[config.mk]
export PLATFORM = sky130hd
export DESIGN_NAME = fila_window_reader_flat
export DESIGN_NICKNAME = d
export VERILOG_FILES = /design/src/rtl/fila_window_reader_if.sv /design/src/rtl/fila_window_reader.sv /design/src/flat_wrapper.sv
export SDC_FILE = /design/constraint.sdc
export NUM_CORES = 1
export LEC_CHECK = 0
export BUFFER_PORTS_ARGS = -buffer_cell sky130_fd_sc_hd__clkbuf_2
export CAP_MARGIN = 30
export CELL_PAD_IN_SITES_DETAIL_PLACEMENT = 0
export CELL_PAD_IN_SITES_GLOBAL_PLACEMENT = 1
export CORE_MARGIN = 2
export CORE_UTILIZATION = 40
export CTS_BUF_LIST = sky130_fd_sc_hd__clkbuf_2
export DETAILED_ROUTE_END_ITERATION = 12
export GPL_TIMING_DRIVEN = 0
export PLACE_DENSITY_LB_ADDON = 0.1
export SYNTH_ARGS = -nofsm -noshare
export SYNTH_HDL_FRONTEND = slang
export SYNTH_SLANG_ARGS = --single-unit
[constraint.sdc]
create_clock -name clk -period 1.8 [get_ports clk]
set_input_delay 0.18 -clock clk [delete_from_list [all_inputs] [get_ports clk]]
set_output_delay 0.18 -clock clk [all_outputs]
set_load 0.1 [all_outputs]
[src/rtl/fila_window_reader_if.sv]
// Bundle of FIFO read handshake, window output handshake and row status for
// fila_window_reader. master = the window reader, slave = FIFO + filter side.
interface fila_window_reader_if #(
  parameter int DATA_WIDTH = 8,
  parameter int COL_BITS   = 5
);
  logic                  enable;
  logic [DATA_WIDTH-1:0] fifo_data;
  logic                  fifo_empty;
  logic                  read_req;
  logic                  read_en;
  logic                  out_ready;
  logic [DATA_WIDTH-1:0] pix_left;
  logic [DATA_WIDTH-1:0] pix_center;
  logic [DATA_WIDTH-1:0] pix_right;
  logic                  window_valid;
  logic                  row_done;
  logic [COL_BITS-1:0]   col_count;

  modport master (
    input  enable, fifo_data, fifo_empty, out_ready,
    output read_req, read_en, pix_left, pix_center, pix_right,
           window_valid, row_done, col_count
  );

  modport slave (
    output enable, fifo_data, fifo_empty, out_ready,
    input  read_req, read_en, pix_left, pix_center, pix_right,
           window_valid, row_done, col_count
  );
endinterface

[src/rtl/fila_window_reader.sv]
// Pulls pixels one at a time from a row FIFO into a 3-pixel horizontal window
// and hands complete windows downstream; one read outstanding at a time.
module fila_window_reader #(
  parameter int DATA_WIDTH  = 8,
  parameter int IMAGE_WIDTH = 16,
  parameter int COL_BITS    = 5
) (
  input  logic                 clk,
  input  logic                 reset,
  fila_window_reader_if.master bus
);

  typedef enum logic [2:0] {
    S_IDLE,
    S_READ,
    S_CAPTURE,
    S_EMIT,
    S_ROW_END
  } state_e;

  localparam logic [COL_BITS-1:0] LAST_COL = COL_BITS'(IMAGE_WIDTH);

  state_e                state_q, state_d;
  logic [1:0]            fill_q, fill_d;
  logic [COL_BITS-1:0]   col_q, col_d;
  logic [DATA_WIDTH-1:0] left_q, left_d;
  logic [DATA_WIDTH-1:0] center_q, center_d;
  logic [DATA_WIDTH-1:0] right_q, right_d;

  // NOTE: every variable gets its hold value first so no path through the case infers a latch.
  always_comb begin
    state_d  = state_q;
    fill_d   = fill_q;
    col_d    = col_q;
    left_d   = left_q;
    center_d = center_q;
    right_d  = right_q;

    unique case (state_q)
      S_IDLE: begin
        if (bus.enable && !bus.fifo_empty) state_d = S_READ;
      end
      S_READ: begin
        state_d = S_CAPTURE;
      end
      S_CAPTURE: begin
        // fifo_data is valid now, one cycle after the read request.
        left_d   = center_q;
        center_d = right_q;
        right_d  = bus.fifo_data;
        col_d    = col_q + COL_BITS'(1);
        fill_d   = (fill_q == 2'd3) ? 2'd3 : fill_q + 2'd1;
        state_d  = (fill_d == 2'd3) ? S_EMIT : S_IDLE;
      end
      S_EMIT: begin
        if (bus.out_ready) state_d = (col_q == LAST_COL) ? S_ROW_END : S_IDLE;
      end
      S_ROW_END: begin
        // Wipe the window so the next row never reuses pixels from this one.
        fill_d   = '0;
        col_d    = '0;
        left_d   = '0;
        center_d = '0;
        right_d  = '0;
        state_d  = S_IDLE;
      end
      default: begin
        state_d = S_IDLE;
      end
    endcase
  end

  // NOTE: state registers use non-blocking assignments; the async reset also aborts an in-flight READ.
  always_ff @(posedge clk or negedge reset) begin
    if (!reset) begin
      state_q  <= S_IDLE;
      fill_q   <= '0;
      col_q    <= '0;
      left_q   <= '0;
      center_q <= '0;
      right_q  <= '0;
    end else begin
      state_q  <= state_d;
      fill_q   <= fill_d;
      col_q    <= col_d;
      left_q   <= left_d;
      center_q <= center_d;
      right_q  <= right_d;
    end
  end

  // Moore outputs: decoded only from registered state.
  assign bus.read_req     = (state_q == S_READ);
  assign bus.read_en      = (state_q == S_READ);
  assign bus.window_valid = (state_q == S_EMIT);
  assign bus.row_done     = (state_q == S_ROW_END);
  assign bus.col_count    = col_q;
  assign bus.pix_left     = left_q;
  assign bus.pix_center   = center_q;
  assign bus.pix_right    = right_q;

endmodule

[src/flat_wrapper.sv]
// flat-port wrapper written by rule: the top's interface ports become plain ports
module fila_window_reader_flat 
#(
  parameter int DATA_WIDTH  = 8,
  parameter int IMAGE_WIDTH = 16,
  parameter int COL_BITS    = 5
)
  (clk, reset, bus_enable, bus_fifo_data, bus_fifo_empty, bus_out_ready, bus_read_req, bus_read_en, bus_pix_left, bus_pix_center, bus_pix_right, bus_window_valid, bus_row_done, bus_col_count);
  fila_window_reader_if #(.DATA_WIDTH(DATA_WIDTH), .COL_BITS(COL_BITS)) bus_i ();
  input  logic clk;
  input  logic reset;
  input wire logic [$bits(bus_i.enable)-1:0] bus_enable;
  input wire logic [$bits(bus_i.fifo_data)-1:0] bus_fifo_data;
  input wire logic [$bits(bus_i.fifo_empty)-1:0] bus_fifo_empty;
  input wire logic [$bits(bus_i.out_ready)-1:0] bus_out_ready;
  output wire logic [$bits(bus_i.read_req)-1:0] bus_read_req;
  output wire logic [$bits(bus_i.read_en)-1:0] bus_read_en;
  output wire logic [$bits(bus_i.pix_left)-1:0] bus_pix_left;
  output wire logic [$bits(bus_i.pix_center)-1:0] bus_pix_center;
  output wire logic [$bits(bus_i.pix_right)-1:0] bus_pix_right;
  output wire logic [$bits(bus_i.window_valid)-1:0] bus_window_valid;
  output wire logic [$bits(bus_i.row_done)-1:0] bus_row_done;
  output wire logic [$bits(bus_i.col_count)-1:0] bus_col_count;
  assign bus_i.enable = bus_enable;
  assign bus_i.fifo_data = bus_fifo_data;
  assign bus_i.fifo_empty = bus_fifo_empty;
  assign bus_i.out_ready = bus_out_ready;
  assign bus_read_req = bus_i.read_req;
  assign bus_read_en = bus_i.read_en;
  assign bus_pix_left = bus_i.pix_left;
  assign bus_pix_center = bus_i.pix_center;
  assign bus_pix_right = bus_i.pix_right;
  assign bus_window_valid = bus_i.window_valid;
  assign bus_row_done = bus_i.row_done;
  assign bus_col_count = bus_i.col_count;
  fila_window_reader #(.DATA_WIDTH(DATA_WIDTH), .IMAGE_WIDTH(IMAGE_WIDTH), .COL_BITS(COL_BITS)) u_core (.clk(clk), .reset(reset), .bus(bus_i));
endmodule
Word-level counts from Yosys, hierarchy flattened
Cells that the tools add are included. W data, S select, Z words.

$add $sub $neg: 2. Eq/ne operators: 9. Muxes and demuxes: 11. Reductions and logical operators: 5.

Operators by type and width (number): $pmux W8 S2 (3); $pmux W3 S4 (1); $pmux W5 S2 (1); $mux W3 (3); $eq A3 B2 Y1 const B (2); $add A5 B1 Y5 const B (1); $eq A5 B5 Y1 const B (1); $eq A2 B2 Y1 const B (2); $mux W2 (2); $pmux W2 S2 (1); $eq A3 B1 Y1 const B (1); $eq A3 B3 Y1 const B (1); $logic_not A3 Y1 (1); $add A2 B1 Y2 const B (1); $ne A2 B1 Y1 const B (1); $ne A2 B2 Y1 const B (1); $reduce_and A2 Y1 (1); $reduce_bool A2 Y1 (1); $logic_and A1 B1 Y1 (1); $logic_not A1 Y1 (1).

Bits in registers: 34. Logic and storage cells: 33.

Depth between registers and ports, before layout
Gate-level depths: netlist of run 1.

Depth after elaboration: 5. Depth in mapped cells: 5. Mapped depth without buffers: 4.

Worst setup path after synthesis of run 1
No wires, ideal clock.

Path kind: reg-to-output. From: reg u_core.state_q[2]. To: out bus_read_req. Arrival time: 2375 ps. Required time: 1620 ps. Path slack: -755 ps. Stages on the path, launching flop included: 4. Path buffers: 1. Path through: dfrtp_1 nand2b_1 nor2_1 buf_4.

Cells in the longest elaborated chain, start to end: 1.

RTL lines: from (decl) (line fila_window_reader.sv:23) `state_e state_q, state_d;`; from (signal assigned) (line fila_window_reader.sv:83) `state_q <= state_d;`; $eq A3 B1 Y1; to (decl) (line flat_wrapper.sv:16) `output wire logic [$bits(bus_i.read_req)-1:0] bus_read_req;`.

Every way passes these cells.

Final worst setup path of run 1
From: reg u_core.state_q[0]. To: out bus_row_done.

Cells in the longest elaborated chain, start to end: 1.

RTL lines: $eq A3 B3 Y1 (line fila_window_reader.sv:96) `assign bus.row_done = (state_q == S_ROW_END);`; to (decl) (line flat_wrapper.sv:22) `output wire logic [$bits(bus_i.row_done)-1:0] bus_row_done;`.

Every way passes these cells.

==> results of run 1 <==
==> metrics by stage <==
stage | TNS (ns) | utilization (%) | worst slack [ns] | std cells
after global routing | 0 | 55.76 | 0.01722 | 216
after global placement | 0 | 50.24 | 0.1862 | 196
final | 0 | 55.76 | 0.09771 | 216
after CTS | -0.01330 | 53.39 | -0.01330 | 207
after floorplan | -0.4891 | - | -0.2508 | 105
after detailed placement | 0 | 50.24 | 0.1859 | 196
==> flip-flops by register name (all words and copies together) (netlist names) <==
name / flops
u_core.bus.col_count: 5
u_core.bus.pix_left: 8
u_core.bus.pix_right: 8
u_core.fill_q: 2
u_core.bus.pix_center: 8
u_core.state_q: 3
==> placed cells by master (no fill, tap or decap), types with 3 or more instances in the layout <==
cell type,instances
a21oi_1,4
a22o_1,24
buf_4,6
buf_6,3
clkbuf_2,47
dfrtp_1,31
dfrtp_2,3
dlygate4sd3_1,7
inv_1,3
nand2_1,5
nor2_1,3
==> worst max path at each step <==
stage | cells after the start | end | from | slack (ns)
final | 3 | bus_row_done | u_core.state_q[0]$_DFFE_PN0P_ | 0.1
after global routing | 3 | bus_row_done | u_core.state_q[0]$_DFFE_PN0P_ | 0.02
after CTS | 3 | bus_row_done | u_core.state_q[1]$_DFFE_PN0P_ | -0.01
after detailed placement | 3 | bus_row_done | u_core.state_q[1]$_DFFE_PN0P_ | 0.19
after global placement | 3 | bus_row_done | u_core.state_q[1]$_DFFE_PN0P_ | 0.19
after floorplan | 2 | bus_window_valid | u_core.state_q[2]$_DFFE_PN0P_ | -0.25
==> worst max-delay path, cell delays in order, from the launching register on <==
cell	delay (ns)
dfrtp_2	0.48
or3b_4	0.41
clkinv_4	0.07
clkbuf_16	0.18
==> kinds of logic (layout without fill, tap and decap cells) <==
logic type	after synthesis	count (layout)	share of synthesized area [%]
fa+ha+maj	2	2	1.798
flops	34	34	61.15
compound gates	31	31	17.72
mux	3	3	2.248
buf+inv	10	75	5.126
simple gates	25	25	11.96
==> what timing repair did <==
action	in CTS	in global routing
resized for setup	9	1
setup endpoints to repair	4	4
hold buffers	3	4
setup buffers	0	5
endpoints found under the hold margin	36	4
==> layer usage <==
metal,GRT usage [%],up-vias
met5,0,-
met4,5.833,0
met3,6.667,4
met2,24.87,34
met1,21.78,538
li1,-,511
==> final cells by class <==
class                      count  area share (%)
clock buffer                   6           1.614
clock inverter                 2          0.4707
buffer                         6           2.757
sequential                    34           45.93
timing repair buffer          57           19.70
inverter                       4           1.076
multi-input combinational     61           25.35
tap                           46           3.093
==> flow_metrics.py, run 1 <==
metrics = {
    "floorplanning": {
        "fp.coreArea_um2": 3337,
        "dieArea_um2": 3966,
        "fp.dieW_um": 62.98,
        "core.rowCount": 21,
        "io_pins": 46,
        "die_y_um": 62.98,
        "start_util_pct": 41.69,
    },
    "timing": {
        "rsz0062_at_grt": "no",
        "final_hold_viol_count": 0,
        "relSlewSlack_pct": 44.45,
        "fin_skew_ns": 0.03056,
        "post-route-period-util_pct": 94.57,
        "max_freq_mhz": 587.4,
        "hold_slack_ns": 0.04104,
        "worstMarginPinSlew_ns": 0.8333,
        "drv_slew": 0,
        "fin_crit_ns": 1.702,
        "setup_viol": 0,
    },
    "drt": {
        "drc": 0,
        "wl_met3_um": 160,
        "top_layer": "met4",
        "wl_met1_um": 1399,
        "drtIter0Drc": 38,
        "met2_length_um": 1432,
        "wl_per_cell_um": 14.01,
        "vias": 1087,
        "drtAntennaViolNets": 0,
        "wirelength_um": 3027,
        "vias_per_cell": 5.032,
        "dr.pass1.iters": 4,
    },
    "clock_network": {
        "clock_sinks": 34,
        "cts_buffers": 5,
        "clockBufferDepth": 2,
        "clk_latency_ns": 0.38,
        "h-tree-depth": 2,
        "clkSlewWorstSetupHoldPaths_ns": 0.19,
        "cts_tree": "yes",
        "cts_root_buffer": "clkbuf_2",
    },
    "place": {
        "placed_area_um2": 1677,
        "gp_congestion": 0.7614,
        "portBuffers": 45,
        "hpwl_um": 2024,
    },
    "worst_setup_path": {
        "startpoint_type": "flip-flop",
        "worstPathRequired_ns": 1.62,
        "r2r-start": "u_core.state_q[0]$_DFFE_PN0P_",
        "r2r-end": "u_core.bus.pix_right[2]$_DFFE_PN0P_",
        "critPathKind": "flip-flop to primary output",
        "worstRegToRegCells": 6,
        "worst-endpoint-arrival_ns": 1.52,
        "reg2reg_slack_ns": 0.17,
        "crit_path_end_kind": "primary output",
        "path_max_fanout": 4,
    },
    "layout": {
        "fill_cells": 314,
        "antenna_cells": 0,
        "drive_above_1_share_pct": 42.94,
        "seqCellArea_um2": 854.6,
        "design_area_um2": 1861,
        "multi_input_area_um2": 471.7,
        "syn2layout_area_growth_pct": 33.72,
        "fin_nets": 184,
    },
    "grt": {
        "grt_pass1_vias": 1000,
        "grt_pass1_wl_um": 4926,
        "grt_overflow": 0,
        "grt_antenna_before_repair": 0,
        "grt_max_degree": 35,
        "track_usage_pct": 16.62,
    },
    "synthesis": {
        "syn-num-nets": 120,
        "synth.top_cell.area_share_pct": 61.15,
        "synth_cell_types": 28,
        "synth.avg_cell_area_um2": 13.25,
        "yosys_warnings": 0,
        "synthCells": 105,
        "synth_area_um2": 1391,
        "synth-seq-area-share_pct": 61.15,
        "synth_most_common_cell": "dfrtp_1",
        "ys_top_cells_by_count": "dfrtp_1, a22o_1, nand2_1, a21oi_1, nor2_1",
        "ys_ff_latch": 34,
        "ys.flop_type": "dfrtp_1",
        "synth_area_leaders": "dfrtp_1, a22o_1, buf_6, ha_1, a21oi_1",
        "yosysTopAreaCell": "dfrtp_1",
        "synth_edf_count": 0,
        "async_flop_share_pct": 100.0,
    },
    "worst_hold_path": {
        "hold_path_depth": 2,
        "worstHoldStart": "bus_fifo_data[6]",
        "hold_end": "u_core.bus.pix_right[6]$_DFFE_PN0P_",
        "hold_class": "input pin to flip-flop",
    },
    "outcome": {
        "outcome": "complete, no violations",
    },
    "run": {
        "maxCapViolCount": 0,
    },
}
Power of run 1 is left out: the tool's default activity adds up to more than one toggle a clock period on the data nets, which glitch-free logic cannot reach.
==> inputs of run 2 (changes only) <==
Settings changed: RECOVER_POWER set to 100.
==> flow_metrics.py, run 2 (synthesis results as in run 1) <==
metrics = {
    "clock_network": {
        "clockBufferDepth": 2,
        "cts_buffers": 5,
        "clock_sinks": 34,
        "clkSlewWorstSetupHoldPaths_ns": 0.19,
        "clk_latency_ns": 0.38,
        "cts_root_buffer": "clkbuf_2",
        "h-tree-depth": 2,
        "cts_tree": "yes",
    },
    "place": {
        "dp_slack_ns": 0.1859,
        "portBuffers": 45,
        "placed_area_um2": 1677,
        "hpwl_um": 2024,
        "dp.cells": 196,
        "gp_congestion": 0.7614,
    },
    "floorplanning": {
        "start_util_pct": 41.69,
        "fp.dieW_um": 62.98,
        "io_pins": 46,
        "fp.coreArea_um2": 3337,
        "die_y_um": 62.98,
        "dieArea_um2": 3966,
        "core.rowCount": 21,
    },
    "worst_setup_path": {
        "r2r-start": "u_core.state_q[2]$_DFFE_PN0P_",
        "worstPathRequired_ns": 1.62,
        "reg2reg_slack_ns": 0.15,
        "startpoint_type": "flip-flop",
        "worst-endpoint-arrival_ns": 1.52,
        "critPathKind": "flip-flop to primary output",
        "r2r-end": "u_core.bus.pix_right[2]$_DFFE_PN0P_",
        "critPathLaunch": "u_core.state_q[0]$_DFFE_PN0P_",
        "crit_path_end_kind": "primary output",
        "worstRegToRegCells": 5,
        "path_max_fanout": 4,
    },
    "layout": {
        "fill_cells": 314,
        "fin_nets": 184,
        "syn2layout_area_growth_pct": 32.82,
        "final_cell_mix": "clkbuf_2, dfrtp_1, a22o_1",
        "multi_input_area_um2": 466.7,
        "antenna_cells": 0,
        "final_cells": 216,
        "seqCellArea_um2": 854.6,
        "layout.cells.most_common": "clkbuf_2",
        "drive_above_1_share_pct": 41.76,
        "design_area_um2": 1848,
    },
    "drt": {
        "wl_per_cell_um": 14.02,
        "vias": 1092,
        "drtAntennaViolNets": 0,
        "wirelength_um": 3029,
        "drc": 0,
        "vias_per_cell": 5.056,
        "drtIter0Drc": 46,
        "dr.pass1.iters": 5,
    },
    "worst_hold_path": {
        "hold_end": "u_core.bus.pix_right[6]$_DFFE_PN0P_",
        "hold_class": "input pin to flip-flop",
        "hold_path_depth": 2,
        "worstHoldStart": "bus_fifo_data[6]",
    },
    "timing": {
        "fin_skew_ns": 0.03152,
        "worstMarginPinSlew_ns": 0.8212,
        "setup_viol": 0,
        "relSlewSlack_pct": 45.25,
        "drv_slew": 0,
        "worst_slack_ns": 0.09629,
        "fin_crit_ns": 1.704,
        "rsz0062_at_grt": "no",
        "max_freq_mhz": 587.0,
        "final_hold_viol_count": 0,
        "post-route-period-util_pct": 94.65,
    },
    "run": {
        "maxCapViolCount": 0,
    },
    "outcome": {
        "outcome": "complete, no violations",
    },
    "grt": {
        "grt_max_degree": 35,
        "track_usage_pct": 16.62,
        "grt_pass1_vias": 1000,
        "grt_overflow": 0,
        "grt_antenna_before_repair": 0,
        "grt_pass1_wl_um": 4926,
    },
}
run 2: critical path: stages (launching register included):
cell and delay (ns):
dfrtp_2 0.48, or3b_4 0.41, clkinv_4 0.07, clkbuf_16 0.18
run 2: per-stage QoR:
| step | utilization [%] | hold WS, ns | TNS (ns) |
|---|---|---|---|
| 2_1_floorplan | - | -0.1156 | -0.4891 |
| 3_3_place_gp | 50.24 | 0.3154 | 0 |
| 3_5_place_dp | 50.24 | 0.3232 | 0 |
| 4_1_cts | 53.39 | 0.004732 | -0.01330 |
| 5_1_grt | 55.38 | 0.0001531 | 0 |
| 6_report | 55.38 | 0.04244 | 0 |
run 2: worst max path at each step:
stage	to	depth (start not counted)	slack (ns)
finish	bus_row_done	3	0.1
global route	bus_row_done	3	0.02
CTS	bus_row_done	3	-0.01
detailed placement	bus_row_done	3	0.19
global placement	bus_row_done	3	0.19
floorplan	bus_window_valid	2	-0.25
run 2: metal layers:
layer | part of all wire, % | GRT usage (%) | vias to the layer above
li1 | - | - | 511
met5 | 0 | 0 | -
met4 | 0.69 | 5.833 | 0
met2 | 48 | 24.87 | 31
met1 | 47 | 21.78 | 548
met3 | 5.0 | 6.667 | 2
run 2: repair_timing:
item,4_1_cts,5_1_grt
hold endpoints to repair,36,4
setup endpoints to repair,4,4
resized for setup,9,1
buffers inserted,0,5
hold buffers,3,4
run 2: final cells by class:
cell class | instances | share of cell area [%]
clock inverter | 2 | 0.4739
sequential | 34 | 46.24
multi-input combinational | 61 | 25.25
buffer | 6 | 2.776
inverter | 4 | 1.083
timing repair buffer | 57 | 19.43
tap | 46 | 3.114
clock buffer | 6 | 1.625
Power of run 2 is left out for the same reason.
